File: src/rtl/proc_bus_pkg.sv
// proc_bus_pkg: shared FSM encoding and source-index helpers for the bus driver.
// Revision 1.0
`default_nettype none

package proc_bus_pkg;

    typedef enum logic [1:0] {
        S_IDLE  = 2'd0,
        S_DRIVE = 2'd1,
        S_FAULT = 2'd2
    } bus_state_e;

    // Registers occupy indices 0..nregs-1; the two external sources sit just above them.
    function automatic int idx_din(input int nregs);
        return nregs;
    endfunction

    function automatic int idx_g(input int nregs);
        return nregs + 1;
    endfunction

endpackage

`default_nettype wire

File: src/rtl/proc_onehot_enc.sv
// proc_onehot_enc: classifies a select vector as none/one/many and encodes the set bit.
// Revision 1.0
`default_nettype none

module proc_onehot_enc #(
    parameter int N  = 10,
    parameter int IW = (N > 1) ? $clog2(N) : 1
) (
    input  logic [N-1:0]  sel,
    output logic          none,
    output logic          one,
    output logic          many,
    output logic [IW-1:0] idx
);

    logic [1:0] cnt;

    // idx is only meaningful when exactly one bit is set; OR-ing keeps it a pure encoder.
    always_comb begin
        cnt = 2'd0;
        idx = '0;
        for (int i = 0; i < N; i++) begin
            if (sel[i]) begin
                idx = idx | IW'(i);
                if (cnt != 2'd2) begin
                    cnt = cnt + 2'd1;
                end
            end
        end
    end

    assign none = (cnt == 2'd0);
    assign one  = (cnt == 2'd1);
    assign many = (cnt == 2'd2);

endmodule

`default_nettype wire

File: src/rtl/proc_bus_driver.sv
// proc_bus_driver: registered processor bus with keeper, single-source check and conflict tracking.
// Revision 1.0
`default_nettype none

module proc_bus_driver
    import proc_bus_pkg::*;
#(
    parameter int WIDTH = 9,
    parameter int NREGS = 8,
    parameter int CNTW  = 4
) (
    input  logic                          Clock,
    input  logic                          Resetn,
    input  logic                          Gout,
    input  logic                          DINout,
    input  logic [NREGS-1:0]              Rout,
    input  logic [WIDTH-1:0]              G,
    input  logic [WIDTH-1:0]              DIN,
    input  logic [NREGS*WIDTH-1:0]        R,
    input  logic                          ErrClr,
    output logic [WIDTH-1:0]              Bus,
    output logic                          BusValid,
    output logic [$clog2(NREGS+2)-1:0]    SrcIdx,
    output logic                          Conflict,
    output logic [CNTW-1:0]               ConflictCnt
);

    localparam int NSRC    = NREGS + 2;
    localparam int IW      = $clog2(NSRC);
    localparam int IDX_DIN = idx_din(NREGS);
    localparam int IDX_G   = idx_g(NREGS);

    logic [NSRC-1:0]  sel;
    logic             sel_none;
    logic             sel_one;
    logic             sel_many;
    logic [IW-1:0]    sel_idx;
    logic [WIDTH-1:0] mux_data;
    bus_state_e       state;

    // Rout is MSB-first: Rout[NREGS-1] selects R0.
    generate
        for (genvar i = 0; i < NREGS; i++) begin : g_sel
            assign sel[i] = Rout[NREGS-1-i];
        end
    endgenerate

    assign sel[IDX_DIN] = DINout;
    assign sel[IDX_G]   = Gout;

    proc_onehot_enc #(
        .N  (NSRC),
        .IW (IW)
    ) u_enc (
        .sel  (sel),
        .none (sel_none),
        .one  (sel_one),
        .many (sel_many),
        .idx  (sel_idx)
    );

    always_comb begin
        mux_data = '0;
        for (int i = 0; i < NREGS; i++) begin
            if (sel[i]) begin
                mux_data = mux_data | R[i*WIDTH +: WIDTH];
            end
        end
        if (DINout) begin
            mux_data = mux_data | DIN;
        end
        if (Gout) begin
            mux_data = mux_data | G;
        end
    end

    always_ff @(posedge Clock or negedge Resetn) begin
        if (!Resetn) begin
            Bus         <= '0;
            BusValid    <= 1'b0;
            SrcIdx      <= '0;
            Conflict    <= 1'b0;
            ConflictCnt <= '0;
            state       <= S_IDLE;
        end else if (sel_many) begin
            // A conflict outranks ErrClr: the counter restarts at one instead of clearing.
            BusValid <= 1'b0;
            Conflict <= 1'b1;
            state    <= S_FAULT;
            if (ErrClr) begin
                ConflictCnt <= CNTW'(1);
            end else if (!(&ConflictCnt)) begin
                ConflictCnt <= ConflictCnt + CNTW'(1);
            end
        end else begin
            if (ErrClr) begin
                Conflict    <= 1'b0;
                ConflictCnt <= '0;
            end
            BusValid <= sel_one;
            if (sel_one) begin
                Bus    <= mux_data;
                SrcIdx <= sel_idx;
            end
            if (state != S_FAULT || ErrClr) begin
                state <= sel_none ? S_IDLE : S_DRIVE;
            end
        end
    end

endmodule

`default_nettype wire
File: config.mk
export PLATFORM = sky130hd
export DESIGN_NAME = proc_bus_driver
export DESIGN_NICKNAME = d
export VERILOG_FILES = /design/src/rtl/proc_bus_pkg.sv /design/src/rtl/proc_onehot_enc.sv /design/src/rtl/proc_bus_driver.sv
export SDC_FILE = /design/constraint.sdc
export NUM_CORES = 1
export LEC_CHECK = 0
export CAP_MARGIN = 20
export CORE_UTILIZATION = 30
export DETAILED_ROUTE_END_ITERATION = 16
export DONT_BUFFER_PORTS = 1
export GPL_ROUTABILITY_DRIVEN = 1
export PLACE_DENSITY = 0.45
export SYNTH_ARGS = -nofsm -noshare
export SYNTH_HDL_FRONTEND = slang
export SYNTH_SLANG_ARGS = --single-unit
File: constraint.sdc
create_clock -name Clock -period 1.5 [get_ports Clock]
set_input_delay 0.225 -clock Clock [delete_from_list [all_inputs] [get_ports Clock]]
set_output_delay 0.225 -clock Clock [all_outputs]
set_load 0.1 [all_outputs]
* After elaboration in Yosys (flattened, before gate mapping)
Cells that the tools add are included.
Cells by class: $add $sub $neg 10, equal/unequal tests 12, mux-type cells 45, bitwise gates (word level) 10, reductions and logical operators 4
Operators by type and width (count):
- 9-bit 2-to-1 mux | 10
- 9-bit bitwise OR | 9
- 2-bit 2-to-1 mux | 20
- 4-bit 2-to-1 mux | 6
- 2-bit != test, second input constant | 10
- 2-bit by 1-bit adder with 2-bit output, second input constant | 9
- 3-bit 2-to-1 mux | 4
- 1-bit 2-to-1 mux | 5
- 4-bit by 1-bit adder with 4-bit output, second input constant | 1
- 2-bit AND reduction | 2
- 4-bit AND reduction | 1
- 2-bit by 1-bit equality test with 1-bit output, second input constant | 1
- 2-bit equality test, second input constant | 1
- 2-bit nonzero test | 1
- 1-bit inverter | 1
Storage, ports and cells: register bits 19, bits of input ports 103, output and inout port bits 19, word-level logic and storage cells 86

* Longest topological paths before layout
Gate-level depths: netlist of the first run.
word-level depth 31, mapped depth 16, mapped depth without buffers 14

* Modules after synthesis
From an unflattened synthesis of the first run, not the netlist that was laid out.
Unflattened totals: cells, all modules 267, area total of the unflattened synthesis 2229.6 µm²
Modules (own cells, without submodules):
- proc_bus_driver | times used 1, cells each 130, area an instance 1223.7 µm², sequential area each 475.5 µm²
- proc_onehot_enc | times used 1, cells each 137, area an instance 1006.0 µm², sequential area each 0.0 µm²

* Worst setup path before layout of the first run
OpenSTA, ideal clock, no wires.
kind input port to flip-flop, start in Rout[6], end reg ConflictCnt[2], setup time 0.128 ns, arrival 3.645 ns, data required time 1.372 ns, setup slack -2.272 ns, stages on the path 16, path buffers 2, path through clkbuf_1 -> inv_1 -> ha_1 -> or4b_1 -> nand3_1 -> nor3_2 -> a221o_1 -> a21oi_1 -> a211o_1 -> buf_4 -> nor2_1 -> a211oi_1 -> o21ba_1 -> a32o_1 -> o21ai_1 -> mux2_1
Between the ends: cells in the longest elaborated chain, start to end 28, elaborated cells on any way between the ends 37, those cells by class 8 x add/sub; 9 x eq/ne; 18 x mux; 2 x reduce/logical
Ends and longest elaborated chain:
- start, declared | line proc_bus_driver.sv:16 | input logic [NREGS-1:0] Rout,
- 2-bit 2-to-1 mux * | line proc_onehot_enc.sv:23 | if (sel[i]) begin
- 2-bit by 1-bit adder with 2-bit output / 2-bit != test (equally long branches) | line proc_onehot_enc.sv:26, proc_onehot_enc.sv:25
- 2-bit 2-to-1 mux | line proc_onehot_enc.sv:25 | if (cnt != 2'd2) begin
- 2-bit 2-to-1 mux * | line proc_onehot_enc.sv:23
- 2-bit by 1-bit adder with 2-bit output / 2-bit != test (equally long branches) | line proc_onehot_enc.sv:26, proc_onehot_enc.sv:25
- 2-bit 2-to-1 mux | line proc_onehot_enc.sv:25
- 2-bit 2-to-1 mux * | line proc_onehot_enc.sv:23
- 2-bit by 1-bit adder with 2-bit output / 2-bit != test (equally long branches) | line proc_onehot_enc.sv:26, proc_onehot_enc.sv:25
- [... 12 more ...]
- 2-bit 2-to-1 mux | line proc_onehot_enc.sv:25
- 2-bit 2-to-1 mux * | line proc_onehot_enc.sv:23
- 2-bit by 1-bit adder with 2-bit output / 2-bit != test (equally long branches) | line proc_onehot_enc.sv:26, proc_onehot_enc.sv:25
- 2-bit 2-to-1 mux | line proc_onehot_enc.sv:25
- 2-bit 2-to-1 mux * | line proc_onehot_enc.sv:23
- 2-bit equality test * | line proc_onehot_enc.sv:34 | assign many = (cnt == 2'd2);
- 2-bit nonzero test (no line)
- 2-bit AND reduction (no line)
- end signal, assigned | line proc_bus_driver.sv:93 | ConflictCnt <= ConflictCnt + CNTW'(1);
- end, declared | line proc_bus_driver.sv:25 | output logic [CNTW-1:0] ConflictCnt
Every way passes the cells marked *; elsewhere a longest branch is shown, timed or not. A chain may end at the register's enable or synchronous reset.

* Final worst setup path of the first run
start in Rout[7], end reg ConflictCnt[2]
Between the ends: cells in the longest elaborated chain, start to end 31, elaborated cells on any way between the ends 41, those cells by class 9 x add/sub; 10 x eq/ne; 20 x mux; 2 x reduce/logical
Ends and longest elaborated chain (line):
- 1-bit 2-to-1 mux * | proc_onehot_enc.sv:23
- 2-bit by 1-bit adder with 2-bit output / 2-bit != test (equally long branches) | proc_onehot_enc.sv:26, proc_onehot_enc.sv:25
- 2-bit 2-to-1 mux | proc_onehot_enc.sv:25
- 2-bit 2-to-1 mux * | proc_onehot_enc.sv:23
- 2-bit by 1-bit adder with 2-bit output / 2-bit != test (equally long branches) | proc_onehot_enc.sv:26, proc_onehot_enc.sv:25
- 2-bit 2-to-1 mux | proc_onehot_enc.sv:25
- 2-bit 2-to-1 mux * | proc_onehot_enc.sv:23
- 2-bit by 1-bit adder with 2-bit output / 2-bit != test (equally long branches) | proc_onehot_enc.sv:26, proc_onehot_enc.sv:25
- [... 15 more ...]
- 2-bit 2-to-1 mux | proc_onehot_enc.sv:25
- 2-bit 2-to-1 mux * | proc_onehot_enc.sv:23
- 2-bit by 1-bit adder with 2-bit output / 2-bit != test (equally long branches) | proc_onehot_enc.sv:26, proc_onehot_enc.sv:25
- 2-bit 2-to-1 mux | proc_onehot_enc.sv:25
- 2-bit 2-to-1 mux * | proc_onehot_enc.sv:23
- 2-bit equality test * | proc_onehot_enc.sv:34
- 2-bit nonzero test (no line)
- 2-bit AND reduction (no line)
Marked as above.

==> flow_metrics.tcl, run 1 <==
set metrics [dict create \
    timing.critical_path.slowest_cell_delay_ns 0.36 \
    drc 0 \
    worstPathArrival_ns 3.29 \
    fmax_mhz 318 \
    avgSynthCellArea_um2 8.54 \
    yosys_warnings 0 \
    crit_start "Rout[7]" \
    rows 31 \
    fin_worst_skew_ns 0.000370 \
    io_pins 122 \
    finalMaxSlewViolations 0 \
    hold_end "Conflict$_DFFE_PN0P_" \
    hold_viol 0 \
    register_area_um2 475 \
    syn-instance-count 264 \
    grt-ovfl-total 0 \
    nNetsFinal 418 \
    clock_sinks 19 \
    final_cell_mix "buf_4 (47), a22oi_1 (28), dfrtp_1 (19)" \
    max_cap_violations 0 \
    finalSetupViolCount 19 \
    worstHoldStart "ErrClr" \
    die_y_um 88.7 \
    die_x_um 88.7 \
    setup.worst_path.end_class "flip-flop" \
    coreArea_mm2 0.00725 \
    path_buf_inv 4 \
    antenna_left 0 \
    first_global_vias 2226 \
    syn_area_mm2 0.00225 \
    finalWirelength_um 7900 \
    via_count 2390 \
    slew_headroom_pct 42.4 \
    synth-async-reset-ratio_pct 100 \
    die-area_mm2 0.00787 \
    reg2reg_depth 5 \
    final_common_cell "buf_4" \
    final.min_clock_period_ns 3.14 \
    yosysUniqueCellTypes 70 \
    slowest_stage "or3_1" \
    grt_pass1_wl_um 11600 \
    hold_class "input pin to flip-flop" \
    cts_tree "done" \
    num-fill-cells 709 \
    r2r-start "ConflictCnt[0]$_DFFE_PN0P_" \
    layoutNonFillerInstCount 408 \
    ys_seq_elements 19 \
    path_cells "inv_16 -> ha_4 -> buf_6 -> xnor2_4 -> a211oi_4 -> buf_6 -> or3_1 -> nand4_1 -> o21a_1 -> a211oi_4 -> buf_4 -> or3_1 -> a21o_1 -> and2_4 -> a32o_2 -> o21ai_2 -> mux2_4" \
    drt-pass1-iter-count 4 \
    antenna_cells 0 \
    cts-root-buf "clkbuf_8" \
    post-route-period-util_pct 210 \
    startpoint_type "input pin" \
    routedWlPerCell_um 19.4 \
    gp_congestion 0.854 \
    p_leak_nw 1.27 \
    timing.rr.end "ConflictCnt[3]$_DFFE_PN0P_" \
    violations "setup timing" \
    worstSetupPathType "input pin to flip-flop" \
    hold_depth 1 \
    r2r_setup_slack_ns 0.18 \
    htreeDepth 1 \
    grt_max_degree 26 \
    final_util_pct 43.9 \
    multiInputGateArea_mm2 0.00193 \
    critPathTopFamily "simple AND/OR/NAND/NOR gates" \
    power.density_mw_per_mm2 1160 \
    clk_latency_ns 0.26 \
    synthFlopType "dfrtp_1" \
    initial_utilization_pct 31.1 \
    drtIter0Drc 126 \
    synth_edf_count 0 \
    status "finished, violations left" \
    ir_drop_v 0.000498 \
    syn-num-nets 372 \
    area_growth_pct 41.2 \
    tightest_slew_ns 0.861 \
    cp_max_fo 12 \
    required_ns 1.65 \
    drive_gt1_share_pct 41.7 \
    clk_path_buf_depth 2 \
    setup_tns_ns -30.26 \
    dp_cells 389 \
    rsz0062_at_grt "yes" \
    clk_pin_slew_ns 0.08 \
    port-buffer-count 0 \
    antenna_found_initial 0 \
    worst_slack_ns -1.64 \
    grt_usage_pct 19.4 \
    cts_buffers 3 \
    hpwl_um 5610 \
    ys_seq_area_share_pct 21.1 \
    via_per_inst 5.86 \
]
[logic make-up after synthesis]
group / count (synthesis) / share of synthesized area [%]
muxes: 16 / 9.88
DFF: 19 / 21.1
buffers and inverters: 30 / 5.88
xor gates and xnor gates: 7 / 3.05
adders and majority gates: 5 / 2.77
and+or+nand+nor: 85 / 21.4
AOI/OAI and AO/OA: 102 / 36.0
[per-stage QoR]
stage	setup slack, ns	area [µm²]	power [mW]	hold slack, ns
after global routing	-1.75	3180	3.89	0.0411
after floorplan	-1.83	2370	2.49	-0.0706
final	-1.64	3180	3.69	0.0433
after CTS	-1.64	3070	3.59	0.0472
after detailed placement	-2.02	2770	2.97	-0.0703
after global placement	-2.01	2770	2.97	-0.0702
[worst max path at each step]
| stage | end | slack, ns | cells after the start |
|---|---|---|---|
| after floorplan | Bus[0]$_DFFE_PN0P_ | -1.83 | 15 |
| after global placement | Bus[3]$_DFFE_PN0P_ | -2.01 | 15 |
| after detailed placement | Bus[4]$_DFFE_PN0P_ | -2.02 | 16 |
| after CTS | SrcIdx[1]$_DFFE_PN0P_ | -1.64 | 16 |
| after global routing | ConflictCnt[1]$_DFFE_PN0P_ | -1.75 | 18 |
| final | ConflictCnt[2]$_DFFE_PN0P_ | -1.64 | 17 |
[synthesized netlist by cell type (4+ instances only)]
library cell	count	area, µm²
inv_1	8	30.0
dfrtp_1	19	475
nand3_1	8	40.0
nand4_1	11	68.8
o21a_1	4	30.0
clkbuf_1	15	56.3
nand2_1	13	48.8
nor2_1	16	60.1
or3_1	4	25.0
and3_1	4	25.0
mux2_1	4	45.0
xnor2_1	5	43.8
mux2_4	9	135
o21ai_0	6	30.0
a22o_1	9	78.8
nand2b_1	4	25.0
a21oi_1	10	50.1
ha_1	5	62.6
nor2b_1	5	31.3
a22oi_1	29	218
a221oi_1	9	78.8
[area by class of cell]
class / count / share of cell area (%)
multi-input cells: 217 / 60.6
repair buffers: 61 / 17.4
flip-flops and latches: 19 / 14.9
well taps: 99 / 3.89
inverters: 8 / 1.85
clock buffers: 4 / 1.41
[state kept, by name, summed over array words and instances, names as in the netlist]
| register | count |
|---|---|
| Bus | 9 |
| ConflictCnt | 4 |
| SrcIdx | 4 |
| BusValid | 1 |
| Conflict | 1 |
[metal layers]
layer	global-route usage, %	up-vias	routed length, µm
li1	-	1134	-
met1	25.3	1165	3410
met2	34.5	89	4040
met3	3.45	2	420
met4	1.91	0	28
met5	0	-	0
[power by group]
group | leakage, nW | total, mW | switching (mW) | internal, mW
combinational | 1.05 | 2.59 | 1.57 | 1.02
clock | 0.0228 | 0.363 | 0.174 | 0.189
sequential | 0.196 | 0.735 | 0.105 | 0.629
[repair_timing]
action / in CTS / in global routing
hold buffers: 1 / 0
setup buffers: 11 / 4
pin swaps: 19 / 24
setup endpoints to repair: 19 / 19
hold endpoints to repair: 19 / 0
gates resized for setup: 30 / 23
gates cloned: 2 / 0
Power figures use the tool's default switching activity.
==> inputs of run 2 (changes only) <==
- REMOVE_ABC_BUFFERS: not set -> 1
==> flow_metrics.tcl, run 2 (same netlist as run 1, synthesis figures left out) <==
set metrics [dict create \
    via_count 2428 \
    antenna_cells 0 \
    final_common_cell "buf_4" \
    die_x_um 88.7 \
    via_per_inst 5.98 \
    grt_usage_pct 20.8 \
    antenna_found_initial 0 \
    clk_latency_ns 0.27 \
    fin_worst_skew_ns 0.000303 \
    regMostFlops "Bus" \
    startpoint_type "input pin" \
    cts-root-buf "clkbuf_8" \
    grt.met3_usage_pct 2.33 \
    worstSetupPathType "input pin to flip-flop" \
    tightest_slew_ns 0.572 \
    hold_viol 0 \
    final_cell_mix "buf_4 (52), a22oi_1 (28), dfrtp_1 (19)" \
    final.min_clock_period_ns 3.18 \
    holdWs_ns 0.0432 \
    power.density_mw_per_mm2 1160 \
    cp_max_fo 12 \
    grt-ovfl-total 0 \
    violations "setup timing" \
    required_ns 1.66 \
    coreArea_mm2 0.00725 \
    largest_reg_flops 9 \
    io_pins 122 \
    gp_congestion 0.818 \
    clk_path_buf_depth 2 \
    initial_utilization_pct 31.1 \
    first_global_vias 2382 \
    fmax_mhz 314 \
    cts_tree "done" \
    die_y_um 88.7 \
    die-area_mm2 0.00787 \
    rows 31 \
    finalSetupViolCount 19 \
    htreeDepth 1 \
    total_power_mw 3.54 \
    cts_buffers 3 \
    reg_top3 "Bus: 9 flops, ConflictCnt: 4 flops, SrcIdx: 4 flops" \
    drt-pass1-iter-count 4 \
    grt.met1_usage_pct 27.0 \
    p_leak_nw 1.23 \
    clock_sinks 19 \
    drive_gt1_share_pct 38.4 \
    rsz0062_at_grt "yes" \
    ir_drop_v 0.000359 \
    nNetsFinal 416 \
    grt-busiest-layer "met2" \
    antenna_left 0 \
    hpwl_um 5580 \
    max_cap_violations 0 \
    setup.worst_path.end_class "flip-flop" \
    r2r_setup_slack_ns 0.25 \
    routedWlPerCell_um 19.8 \
    use_met2_pct 36.1 \
    area_growth_pct 35.3 \
    status "finished, violations left" \
    worstPathArrival_ns 3.34 \
    hold_class "input pin to flip-flop" \
    drtIter0Drc 115 \
    finalMaxSlewViolations 0 \
    port-buffer-count 0 \
    grt_max_degree 26 \
    finalWirelength_um 8050 \
    slew_headroom_pct 61.8 \
    grt_pass1_wl_um 12300 \
    post-route-period-util_pct 212 \
    clk_pin_slew_ns 0.08 \
    worst_slack_ns -1.68 \
    drc 0 \
]
==> run 2: cell count changes in the layout (fill, tap and decap cells not counted), moves of 2 or more <==
cell     change
buf_6        -8
nor2_1       +2
nor2_4       -3
buf_4        +5
o21ai_0      +3
o21ai_4      -2
==> run 2: cell type report <==
cell class	instances	area, µm²
clock buffers	4	45.0
fillers	720	4200
repair buffers	59	515
flip-flops and latches	19	475
well taps	99	124
multi-input cells	217	1840
inverters	8	55.1
==> run 2: metal layers <==
layer	up-vias	wire length [µm]
li1	1136	-
met3	6	387
met2	90	3860
met5	-	0
met1	1196	3730
met4	0	78
==> run 2: path summary, 6_finish.rpt <==
path | start | end | depth (start not counted)
worst min-delay path | ErrClr | ConflictCnt[3]$_DFFE_PN0P_ | 1
max in group asynchronous | Resetn | ConflictCnt[3]$_DFFE_PN0P_ | 2
worst max-delay path | Rout[6] | ConflictCnt[2]$_DFFE_PN0P_ | 14
worst min register to register | Bus[5]$_DFFE_PN0P_ | Bus[5]$_DFFE_PN0P_ | 1
min in group asynchronous | Resetn | Bus[1]$_DFFE_PN0P_ | 1
worst max register to register | ConflictCnt[1]$_DFFE_PN0P_ | ConflictCnt[3]$_DFFE_PN0P_ | 5
==> run 2: repair_timing <==
action	CTS	global route
gates resized for setup	44	0
hold buffers	1	0
setup endpoints to repair	19	19
setup buffers	7	0
cloned	2	0
pin swaps	22	1
endpoints found under the hold margin	19	0
==> run 2: where the power goes <==
part / internal (mW) / switching, mW / leakage (nW)
sequential: 0.629 / 0.100 / 0.196
clock: 0.190 / 0.210 / 0.0228
combinational: 0.897 / 1.51 / 1.01
total: 1.72 / 1.82 / 1.23
==> run 2: stage by stage <==
step	TNS [ns]	std cells	area, µm²	setup slack (ns)	utilization, %
after global placement	-40.05	392	2720	-2.18	37.5
after global routing	-33.38	406	3050	-1.84	42.1
after CTS	-29.79	405	3040	-1.64	41.8
after floorplan	-34.82	242	2150	-1.97	-
after detailed placement	-40.66	392	2720	-2.24	37.5
final	-30.35	406	3050	-1.68	42.1
==> run 2: worst max-delay path: stages <==
cell	delay, ns
inv_12	0.02
ha_4	0.33
nor4b_4	0.07
a311o_2	0.44
o31ai_2	0.25
nand4_1	0.17
o21ai_2	0.24
xnor2_1	0.23
a211oi_1	0.15
a211oi_2	0.28
o21ba_1	0.19
a32o_2	0.26
o21ai_1	0.15
mux2_1	0.33
